===== config.mk =====
export PLATFORM = sky130hd
export DESIGN_NAME = gate_test_seq
export DESIGN_NICKNAME = d
export VERILOG_FILES = /design/src/rtl/gate_test_pkg.sv /design/src/rtl/gate_settle_timer.sv /design/src/rtl/gate_test_seq.sv
export SDC_FILE = /design/constraint.sdc
export NUM_CORES = 1
export LEC_CHECK = 0
export CAP_MARGIN = 20
export CORE_MARGIN = 1.5
export CORE_UTILIZATION = 53
export CTS_CLUSTER_SIZE = 10
export DETAILED_ROUTE_END_ITERATION = 10
export PLACE_DENSITY = 0.79
export SLEW_MARGIN = 20
export SYNTH_ARGS = -nofsm -noshare
export SYNTH_HDL_FRONTEND = slang
export SYNTH_HIERARCHICAL = 1
export SYNTH_SLANG_ARGS = --single-unit

===== constraint.sdc =====
create_clock -name clk -period 1.9 [get_ports clk]
set_input_delay 0.285 -clock clk [delete_from_list [all_inputs] [get_ports clk]]
set_output_delay 0.285 -clock clk [all_outputs]
set_load 0.01 [all_outputs]

===== src/rtl/gate_test_pkg.sv =====
// Shared types and constants for the gate truth-table sequencer.
package gate_test_pkg;

   localparam int unsigned NUM_VEC = 4;
   localparam int unsigned IDX_W   = 2;
   localparam int unsigned ERR_W   = 3;
   localparam int unsigned LOG_W   = 2 * NUM_VEC;
   localparam int unsigned CNT_W   = 8;

   typedef enum logic [2:0] {
      IDLE,
      APPLY,
      SETTLE,
      SAMPLE,
      DONE
   } state_t;

   // Expected {and2, or2} for a vector given as {x2, x1}.
   function automatic logic [1:0] exp_resp(input logic [1:0] vec);
      return {vec[1] & vec[0], vec[1] | vec[0]};
   endfunction

endpackage


===== src/rtl/gate_settle_timer.sv =====
// Settle down-counter: load at APPLY, count through SETTLE, expire on the last settle cycle.
module gate_settle_timer
   import gate_test_pkg::*;
(
   input  logic             clk,
   input  logic             rst_n,
   input  logic             load,
   input  logic             count,
   input  logic [CNT_W-1:0] load_val,
   output logic             expire_c
);

   logic [CNT_W-1:0] cnt;

   // Remaining settle cycles, including the current one.
   always_ff @(posedge clk) begin
      if (!rst_n) begin
         cnt <= '0;
      end else if (load) begin
         cnt <= load_val;
      end else if (count && (cnt != '0)) begin
         cnt <= cnt - CNT_W'(1);
      end
   end

   assign expire_c = count && (cnt <= CNT_W'(1));

endmodule


===== src/rtl/gate_test_seq.sv =====
// Truth-table sequencer for a 2-input AND/OR gate under test.
// Optional response capture into result_log is enabled by defining GATE_TEST_LOG_EN.
module gate_test_seq
   import gate_test_pkg::*;
#(
   parameter int unsigned SETTLE_CYCLES = 4
)
(
   input  logic               clk,
   input  logic               rst_n,
   input  logic               start,
   input  logic               abort,
   output logic               x1,
   output logic               x2,
   input  logic               and2,
   input  logic               or2,
   output logic               busy,
   output logic               done,
   output logic               pass,
   output logic [ERR_W-1:0]   err_cnt,
   output logic [NUM_VEC-1:0] fail_vec,
   output logic [LOG_W-1:0]   result_log
);

   state_t             state, state_nxt;
   logic [IDX_W-1:0]   idx, idx_nxt;
   logic               x1_nxt, x2_nxt, busy_nxt, done_nxt, pass_nxt;
   logic [ERR_W-1:0]   err_nxt;
   logic [NUM_VEC-1:0] fail_nxt;
   logic               settle_load_c, settle_count_c, settle_expire_c;

   gate_settle_timer u_settle (
      .clk      (clk),
      .rst_n    (rst_n),
      .load     (settle_load_c),
      .count    (settle_count_c),
      .load_val (CNT_W'(SETTLE_CYCLES)),
      .expire_c (settle_expire_c)
   );

   // Next-state and next-output logic; abort overrides every active state.
   always_comb begin
      state_nxt      = state;
      idx_nxt        = idx;
      x1_nxt         = x1;
      x2_nxt         = x2;
      done_nxt       = 1'b0;
      pass_nxt       = pass;
      err_nxt        = err_cnt;
      fail_nxt       = fail_vec;
      settle_load_c  = 1'b0;
      settle_count_c = 1'b0;

      if ((state != IDLE) && abort) begin
         state_nxt = IDLE;
         x1_nxt    = 1'b0;
         x2_nxt    = 1'b0;
         pass_nxt  = 1'b0;
      end else begin
         case (state)
            IDLE: begin
               if (start && !abort) begin
                  state_nxt        = APPLY;
                  idx_nxt          = '0;
                  err_nxt          = '0;
                  fail_nxt         = '0;
                  pass_nxt         = 1'b0;
                  {x2_nxt, x1_nxt} = 2'b00;
               end
            end
            APPLY: begin
               settle_load_c = 1'b1;
               state_nxt     = (SETTLE_CYCLES == 0) ? SAMPLE : SETTLE;
            end
            SETTLE: begin
               settle_count_c = 1'b1;
               if (settle_expire_c) begin
                  state_nxt = SAMPLE;
               end
            end
            SAMPLE: begin
               if ({and2, or2} != exp_resp({x2, x1})) begin
                  fail_nxt[idx] = 1'b1;
                  err_nxt       = err_cnt + ERR_W'(1);
               end
               if (idx == IDX_W'(NUM_VEC - 1)) begin
                  state_nxt = DONE;
                  done_nxt  = 1'b1;
                  pass_nxt  = (err_nxt == '0);
                  x1_nxt    = 1'b0;
                  x2_nxt    = 1'b0;
               end else begin
                  state_nxt        = APPLY;
                  idx_nxt          = idx + IDX_W'(1);
                  {x2_nxt, x1_nxt} = idx_nxt;
               end
            end
            DONE: begin
               state_nxt = IDLE;
            end
            default: begin
               state_nxt = IDLE;
            end
         endcase
      end

      busy_nxt = (state_nxt != IDLE);
   end

   // State and registered outputs.
   always_ff @(posedge clk) begin
      if (!rst_n) begin
         state    <= IDLE;
         idx      <= '0;
         x1       <= 1'b0;
         x2       <= 1'b0;
         busy     <= 1'b0;
         done     <= 1'b0;
         pass     <= 1'b0;
         err_cnt  <= '0;
         fail_vec <= '0;
      end else begin
         state    <= state_nxt;
         idx      <= idx_nxt;
         x1       <= x1_nxt;
         x2       <= x2_nxt;
         busy     <= busy_nxt;
         done     <= done_nxt;
         pass     <= pass_nxt;
         err_cnt  <= err_nxt;
         fail_vec <= fail_nxt;
      end
   end

`ifdef GATE_TEST_LOG_EN
   logic [LOG_W-1:0] log_q, log_nxt;

   // Response capture: cleared on an accepted start, written once per SAMPLE.
   always_comb begin
      log_nxt = log_q;
      if ((state == IDLE) && start && !abort) begin
         log_nxt = '0;
      end else if ((state == SAMPLE) && !abort) begin
         log_nxt[{idx, 1'b0} +: 2] = {and2, or2};
      end
   end

   // Log register.
   always_ff @(posedge clk) begin
      if (!rst_n) begin
         log_q <= '0;
      end else begin
         log_q <= log_nxt;
      end
   end

   assign result_log = log_q;
`else
   assign result_log = '0;
`endif

endmodule

==> reports/metrics.yaml <==
die:
  die_w_um: 57.9
  core-area_um2: 2810
  rows: 19
  start_util: 0.569
  pin_count: 26
  die_y_um: 57.9
  dieArea_um2: 3350
setup_path:
  setup.worst_path.start_class: "flip-flop"
  cp_cell_sequence: "inv_1 > ha_1 > nor3b_1 > a21boi_2 > a31o_1 > a31oi_1"
  max_stage_delay_ps: 370
  cp_top_family: "compound AO/OA/AOI/OAI gates"
  endpoint_kind: "flip-flop"
  crit_arrival_ps: 1950
  crit_type: "reg2reg"
  slowest_stage: "dfxtp_1"
  worstPathRequired_ps: 2140
  path_buf_inv: 1
  cp_max_fo: 7
synthesis:
  synth_top_cell_area_share: 0.314
  async_flop_share: 0
  syn_inst: 185
  ys_seq_area_frac: 0.314
  synth.distinct_cells: 52
  synthTopCellsByArea: "dfxtp_1 (31%), ha_1 (6.3%), buf_4 (3.8%)"
  synth_common_cells: "dfxtp_1 (25), nand2_1 (12), inv_1 (11), nor2_1 (11), nand3_1 (9)"
  syn_avg_cell_area_um2: 8.62
  synth_edf_count: 0
  synth-seq-cells: 25
  yosysMostFrequentCell: "dfxtp_1"
  syn_area_um2: 1600
  yosys.area.top_type: "dfxtp_1"
  ys.warnings.count: 6
  ys.flop_type: "dfxtp_1"
cells_and_area:
  final_util: 0.675
  area_delta_synth_final_pct: 18.7
  antenna_cells: 0
  drive_above_1_share: 0.143
  multi_input_area_um2: 1010
  stdcell_area_um2: 1890
  nNetsFinal: 232
  ff_latch_area_um2: 500
  fillers: 239
grt:
  grt_usage: 0.222
  gr-usage-met3: 0.0313
  antenna_found_initial: 0
  grt_pass1_wl_um: 5840
  grt_pass1_vias: 1362
  use_met2: 0.419
  busiest_layer: "met2"
  grt_overflow: 0
  grt_max_degree: 23
  met1_usage: 0.250
timing:
  rsz0062_at_grt: "false"
  hold_viol: 0
  fmax_mhz: 585
  slew_viol_final: 0
  fin_skew_ps: 3.07
  finalSetupViolCount: 0
  fin_crit_ps: 1710
  min_period_over_period: 0.900
clock_tree:
  cts_buffer_depth: 2
  clkSinkCount: 25
  post_cts_buffers: 0
  insertion_delay_ps: 310
  cts_tree: "yes"
  cts_buffers: 3
  cts_hold_buf: 0
  ctsHtreeMaxLevel: 1
  clkTransAtPathRegs_ps: 140
  root_buffer: "clkbuf_4"
placement:
  numPortBuffers: 17
  dp_hpwl_um: 2710
  gp_congestion: 0.781
  place_area_um2: 1860
power:
  power_density_nw_per_um2: 524
  p_total_uw: 991
  power_leakage_uw: 0.000724
  ir_worst_vdd_mv: 0.281
routing:
  ant_nets: 0
  drt_first_pass_iters: 7
  drt_iter0_drc: 39
  drc: 6
  routed_wl_um: 3410
  vias_per_cell: 5.54
  detailroute.via_count: 1375
  drt-wirelength-per-cell_um: 13.8
flow_run:
  max_cap_viol_count: 0
run_status:
  violations: "design-rule violations"
  status: "finished, violations left"
worst_hold_path:
  hold_path.class: "reg2reg"
## flip-flops by register name, indices dropped and copies added (netlist names), 2 cells and up
signal and cells:
u_settle/cnt 8, fail_vec 4, err_cnt 3, state 3
idx 2
## through the flow
stage / hold slack (ps) / instances / setup WS, ps / TNS [ps]
after floorplan: 466 / 199 / 117 / 0
after CTS: 458 / 248 / 120 / 0
after global placement: 431 / 244 / -126 / -541
after global routing: 482 / 248 / 19.7 / 0
after detailed placement: 439 / 244 / -189 / -1470
final: 455 / 248 / 190 / 0
## worst paths after layout
check | from | end | slack [ps] | cells past startpoint
worst max register to register | u_settle/cnt[0] | u_settle/cnt[5] | 190 | 6
worst min-delay path | fail_vec[3] | fail_vec[3] | 460 | 2
worst min register to register | fail_vec[3] | fail_vec[3] | 460 | 2
worst max-delay path | u_settle/cnt[0] | u_settle/cnt[5] | 190 | 6
## cell usage in the layout, fill, tap and decap left out, types with 3 or more instances in the layout
cell type         n
o21ai_0           6
nand2_1          12
clkbuf_4          3
xnor2_1           5
dfxtp_1          25
nand3_1           9
nor3_1            4
nor2_1           11
inv_1            11
a31oi_1           4
buf_4            13
a211oi_1          4
o21ai_1           5
nand2b_1          5
o211ai_1          3
conb_1           16
a21oi_1           8
and2_1            4
ha_1              8
nand3b_1          3
clkdlybuf4s50_1  17
## worst reg2reg max path: stages, from the launching register on
cell	delay (ps)
dfxtp_1	370
inv_1	120
ha_1	210
nor3b_1	330
a21boi_2	190
a31o_1	250
a31oi_1	180
## power breakdown
| group | internal, uW | switching, uW |
|---|---|---|
| Sequential | 541 | 15.4 |
| Clock | 78.7 | 160 |
| Combinational | 88.9 | 107 |
| Total | 708 | 283 |
## logic make-up (layout without fill, tap and decap cells)
group,count (synthesis),after routing,share of synthesized area
other,2,16,0.00471
AO/OA/AOI/OAI,44,44,0.203
adder cells (fa/ha/maj),8,8,0.0627
XOR/XNOR,5,5,0.0274
multiplexers,3,3,0.0220
AND/OR/NAND/NOR,70,70,0.278
flip-flops,25,25,0.314
buffers and inverters,28,46,0.0878
## final cells by class
class                   instances  area share
clock inverters                 1     0.00264
multi-input cells             146       0.535
flip-flops and latches         25       0.264
inverters                      12      0.0238
clock buffers                   3      0.0119
repair buffers                 30       0.141
well taps                      31      0.0205
## routing by layer
| layer | wire length, um | share of wire |
|---|---|---|
| met5 | 0 | 0 |
| met3 | 67 | 0.020 |
| met1 | 1470 | 0.43 |
| met2 | 1850 | 0.54 |
| met4 | 29 | 0.0085 |
## timing repair
item                       CTS  global route
gates resized for setup      0             2
hold endpoints to repair     0             0
setup endpoints to repair    0             2
Note: power is estimated with default switching activity, not from simulation.
